## src/rtl/driver_sequencer.sv

```systemverilog
// driver_sequencer: frame sequencer for the LED driver chain.
// Walks MULTIPLEXING rows x CHANNELS channels. For each channel it fetches one
// BITS-wide grayscale word through a req/valid handshake. The word is then
// shifted out MSB-first with a matching shift-clock enable. Latch pulses are
// generated alongside: 1 bit wide = write-GS, 3 bits wide on the last channel
// of a row = latch-GS.
//
// Ports:
//   clk         system clock, rising edge
//   rst         asynchronous active-high reset
//   start       one-cycle frame start request, honoured only when idle
//   busy        high while a frame is in progress
//   data_req    request for the next grayscale word
//   data_valid  upstream word available on data_in
//   data_in     grayscale word for the current (row, channel)
//   sout        serial grayscale data
//   sclk_en     high in every cycle sout carries a valid bit
//   lat         driver latch line
//   row         row currently being loaded
//   frame_done  one-cycle pulse after the final bit of a frame
module driver_sequencer #(
    parameter int unsigned MULTIPLEXING = 8,
    parameter int unsigned CHANNELS     = 48,
    parameter int unsigned BITS         = 16,
    localparam int unsigned RW = (MULTIPLEXING > 1) ? $clog2(MULTIPLEXING) : 1,
    localparam int unsigned CW = (CHANNELS > 1) ? $clog2(CHANNELS) : 1,
    localparam int unsigned BW = $clog2(BITS)
) (
    input  logic            clk,
    input  logic            rst,
    input  logic            start,
    output logic            busy,
    output logic            data_req,
    input  logic            data_valid,
    input  logic [BITS-1:0] data_in,
    output logic            sout,
    output logic            sclk_en,
    output logic            lat,
    output logic [RW-1:0]   row,
    output logic            frame_done
);

    localparam logic [1:0] IDLE  = 2'd0;
    localparam logic [1:0] FETCH = 2'd1;
    localparam logic [1:0] SHIFT = 2'd2;

    logic [1:0]      state_q, state_n;
    logic [RW-1:0]   row_n;
    logic [CW-1:0]   chan_q, chan_n;
    logic [BW-1:0]   bit_q, bit_n;
    logic [BITS-1:0] shreg_q, shreg_n;
    logic            done_n;
    logic            lat_n;

    // Next-state, counters and shift register.
    always_comb begin
        state_n = state_q;
        row_n   = row;
        chan_n  = chan_q;
        bit_n   = bit_q;
        shreg_n = shreg_q;
        done_n  = 1'b0;
        lat_n   = 1'b0;

        case (state_q)
            IDLE: begin
                if (start) begin
                    state_n = FETCH;
                    row_n   = '0;
                    chan_n  = '0;
                end
            end
            FETCH: begin
                // data_req is high for the whole of FETCH, so valid alone completes the handshake
                if (data_valid) begin
                    shreg_n = data_in;
                    bit_n   = '0;
                    state_n = SHIFT;
                end
            end
            SHIFT: begin
                shreg_n = {shreg_q[BITS-2:0], 1'b0};
                if (bit_q == BW'(BITS - 1)) begin
                    if (chan_q != CW'(CHANNELS - 1)) begin
                        chan_n  = chan_q + CW'(1);
                        state_n = FETCH;
                    end else if (row != RW'(MULTIPLEXING - 1)) begin
                        row_n   = row + RW'(1);
                        chan_n  = '0;
                        state_n = FETCH;
                    end else begin
                        row_n   = '0;
                        chan_n  = '0;
                        state_n = IDLE;
                        done_n  = 1'b1;
                    end
                end else begin
                    bit_n = bit_q + BW'(1);
                end
            end
            default: state_n = IDLE;
        endcase

        // Latch width encodes the command: last channel of a row gets the 3-bit latch-GS
        if (state_n == SHIFT) begin
            if (chan_n == CW'(CHANNELS - 1)) begin
                lat_n = (bit_n >= BW'(BITS - 3));
            end else begin
                lat_n = (bit_n == BW'(BITS - 1));
            end
        end
    end

    // State, datapath and registered outputs (outputs follow the next state).
    always_ff @(posedge clk or posedge rst) begin
        if (rst) begin
            state_q    <= IDLE;
            row        <= '0;
            chan_q     <= '0;
            bit_q      <= '0;
            shreg_q    <= '0;
            busy       <= 1'b0;
            data_req   <= 1'b0;
            sout       <= 1'b0;
            sclk_en    <= 1'b0;
            lat        <= 1'b0;
            frame_done <= 1'b0;
        end else begin
            state_q    <= state_n;
            row        <= row_n;
            chan_q     <= chan_n;
            bit_q      <= bit_n;
            shreg_q    <= shreg_n;
            busy       <= (state_n != IDLE);
            data_req   <= (state_n == FETCH);
            sout       <= (state_n == SHIFT) && shreg_n[BITS-1];
            sclk_en    <= (state_n == SHIFT);
            lat        <= lat_n;
            frame_done <= done_n;
        end
    end

endmodule

```

## config.mk

```make
export PLATFORM = sky130hd
export DESIGN_NAME = driver_sequencer
export DESIGN_NICKNAME = d
export VERILOG_FILES = /design/src/rtl/driver_sequencer.sv
export SDC_FILE = /design/constraint.sdc
export NUM_CORES = 1
export LEC_CHECK = 0
export ABC_AREA = 1
export ABC_CLOCK_PERIOD_IN_PS = 1700
export CORE_MARGIN = 2
export CORE_UTILIZATION = 35
export DETAILED_ROUTE_END_ITERATION = 16
export PLACE_DENSITY_LB_ADDON = 0.12
export SYNTH_ARGS = -nofsm -noshare
export SYNTH_HDL_FRONTEND = slang
export SYNTH_SLANG_ARGS = --single-unit
export TNS_END_PERCENT = 100
```

## constraint.sdc

```tcl
create_clock -name clk -period 1.7 [get_ports clk]
set_input_delay 0.51 -clock clk [delete_from_list [all_inputs] [get_ports clk]]
set_output_delay 0.51 -clock clk [all_outputs]
set_load 0.005 [all_outputs]
```

==> summary.txt <==
Global routing
  • Met3 Use GR: 3.483%
  • M1 GR Usage: 20.87%
  • Largest net degree at the start of global routing: 38
  • Grt peak-use layer: met2
  • GRT overflow: 0
  • First-pass GRT wire length: 7583 µm
  • Antenna violations before repair: 0
  • GR Util met2: 23.17%
  • Global Route Usage Sum: 15.13%
  • Vias in the first global route: 1700

Setup path
  • FF-to-FF End: lat$_DFF_PP0_
  • CP delay by family, top: buffers and inverters
  • R2R Path Start: state_q[0]$_DFF_PP0_
  • Type of element capturing the critical path: output pin
  • Crit path arrival time: 1.13 ns
  • FF-to-FF setup slack: 0.08 ns
  • R2R cell count: 11
  • Critical Path RT: 1.19 ns
  • CP max stage delay: 0.50 ns
  • Critical path class: reg -> out
  • Crit path buf inv count: 1
  • Critical path endpoint: row[2]
  • CP startpoint: row[2]$_DFFE_PP0P_
  • Worst-path cell chain: clkdlybuf4s50_1
  • Startpoint types: flip-flop
  • Largest fanout on the critical path: 2
  • Slowest CP cell: clkdlybuf4s50_1
  • Number of cells on the critical path: 1

Final layout
  • Commonest non-fill, non-tap cell in the layout: nand2_1
  • Commonest non-fill, non-tap cells in the layout: nand2_1, inv_1, o21ai_0, dfrtp_1, buf_4
  • Multi-input logic area: 0.001012 mm²
  • Area added between synthesis and finish: 38.27%
  • Register area: 927.1 µm²
  • Final core utilization: 50.78%
  • # fillers: 546
  • Share of cells above drive strength 1: 22.46%
  • Final antenna diode count: 0
  • Nets@finish: 352

Logic synthesis
  • Unique cell type count in the Yosys netlist: 30
  • Seq/Total Area, Yosys: 44.96%
  • Synthesized area per cell: 7.742 µm²
  • Mapped cell area: 0.002059 mm²
  • Yosys warning count: 0
  • #FFs+latches synth: 37
  • Syn Inst Count: 266
  • Top cell type's share of synthesized area: 44.96%
  • Syn nets: 294
  • Post-synth top area cell: dfrtp_1
  • Synth top area cells: dfrtp_1, nand2_1, o21ai_0, inv_1, nand3_1

Pwr
  • Standby leakage power: 1.360 nW
  • PwrDens: 1327 mW/mm²
  • Max IR drop VDD: 967.5 µV

Die
  • Core Region: 0.005608 mm²
  • Number of top-level pins: 29
  • Die Span X: 80.71 µm
  • Initial Util: 36.72%
  • Die height: 80.71 µm
  • Num rows: 27
  • Die ar.: 0.006514 mm²

Clocking
  • CTS tree: done
  • Longest Clk Path Bufs: 2
  • Worst skew pair latency: 0.29 ns
  • Inserted Clock Buffers: 5
  • H-tree levels: 2
  • Clock-pin slew on the worst setup and hold paths: 0.07 ns
  • CTS sink count: 37
  • Root Driver: clkbuf_8
  • Hold_buf cts: 0

STA
  • Final TNS setup: 0 ns
  • Final min period: 1.641 ns
  • Clock Skew: 0.003835 ns
  • Worst-Margin Slew: 0.3291 ns
  • FMAX: 609.2 MHz
  • Period utilisation layout: 96.55%
  • Final hold viol count: 0
  • Final Max Tran Viols: 0
  • Min Hold Slack: 0.5043 ns
  • RSZ-0062 raised after global routing: yes
  • Setup violations, final: 0
  • Max_slew headroom: 77.96%

Routing
  • Routed Wire Length: 4650 µm
  • Vias: 1823
  • Via density per instance: 4.592
  • Initial drt markers: 70
  • Final ANT Viol Nets: 0
  • DRT Pass-1 Iters: 4
  • DRC Markers: 0
  • DR WL/cell: 11.71 µm

Worst hold path
  • Worst Hold Depth: 2
  • Hold WC Path Type: reg -> reg
  • Hold wc startpoint: shreg_q[15]$_DFF_PP0_

Place
  • Port buffer count: 28
  • Final Wtd Congestion: 0.7890
  • HPWL Detailed: 3189 µm

Outcome
  • Status: completed

Job
  • Number of max-cap violations: 0
[per-layer routing]
layer / vias to the layer above / share of wire, %
li1: 962 / -
met4: 0 / 1.2
met5: - / 0
met1: 827 / 49
met2: 29 / 46
met3: 5 / 3.5
[synth_stat cells]
library cell / count
a21oi_1: 2
a21oi_2: 1
a21oi_4: 1
a22oi_1: 2
buf_1: 1
buf_2: 2
buf_4: 1
buf_6: 2
clkbuf_1: 3
clkinv_1: 1
dfrtp_1: 37
ha_1: 8
inv_1: 43
inv_2: 2
nand2_1: 61
nand2_2: 3
nand3_1: 28
nand3_2: 1
nand4_1: 2
nor2_1: 15
nor2_2: 2
nor2_4: 1
nor2_8: 1
nor3_1: 1
o211ai_1: 1
o21ai_0: 39
o21ai_1: 2
o21ai_2: 1
o22ai_1: 1
o22ai_2: 1
[power breakdown]
| part | leakage (nW) | internal, mW | switching, mW |
|---|---|---|---|
| Combinational | 0.809 | 0.894 | 1.11 |
| Clock | 0.0450 | 0.284 | 0.318 |
| Sequential | 0.506 | 1.08 | 0.0932 |
[per-stage QoR]
stage | setup WS [ns] | cell area (µm²) | total power [mW] | cells
2_1_floorplan | 0.02802 | 2059 | 2.169 | 266
3_3_place_gp | -0.1807 | 2577 | 2.903 | 379
3_5_place_dp | -0.1990 | 2577 | 2.896 | 379
4_1_cts | 0.002890 | 2668 | 3.514 | 388
5_1_grt | -0.02709 | 2848 | 4.091 | 397
6_report | 0.05859 | 2848 | 3.780 | 397
[kinds of logic after synthesis]
| logic type | Yosys count | share of synthesized area, % |
|---|---|---|
| buffers and inverters | 55 | 11.06 |
| adders and majority gates | 8 | 4.860 |
| DFF | 37 | 44.96 |
| and+or+nand+nor | 115 | 25.03 |
| AOI/OAI and AO/OA | 51 | 14.10 |
[repair_timing]
action	4_1_cts	5_1_grt
endpoints found under the hold margin	0	0
gates resized for setup	0	31
setup buffers	1	9
endpoints found under the setup margin	1	26
pin swaps	0	11
[worst min-delay path by stage]
stage                       endpoint  slack (ns)
6_report       shreg_q[15]$_DFF_PP0_        0.50
2_1_floorplan  shreg_q[15]$_DFF_PP0_        0.47
3_3_place_gp   shreg_q[15]$_DFF_PP0_        0.49
4_1_cts        shreg_q[15]$_DFF_PP0_        0.52
5_1_grt        shreg_q[15]$_DFF_PP0_        0.55
3_5_place_dp   shreg_q[15]$_DFF_PP0_        0.50
[cell type report]
class                      instances  area share, %
multi-input combinational        174          35.54
sequential                        37          32.56
timing repair buffer              60          19.68
inverter                          46          6.151
tap                               72          3.163
clock buffer                       6          2.548
clock inverter                     2         0.3515
[sequential cells by signal, summed over array words and instances (netlist names)]
signal	cells
shreg_q	16
busy	1
lat	1
row	3
frame_done	1
sout	1
sclk_en	1
state_q	2
chan_q	6
data_req	1
bit_q	4
Power figures use the tool's default switching activity.
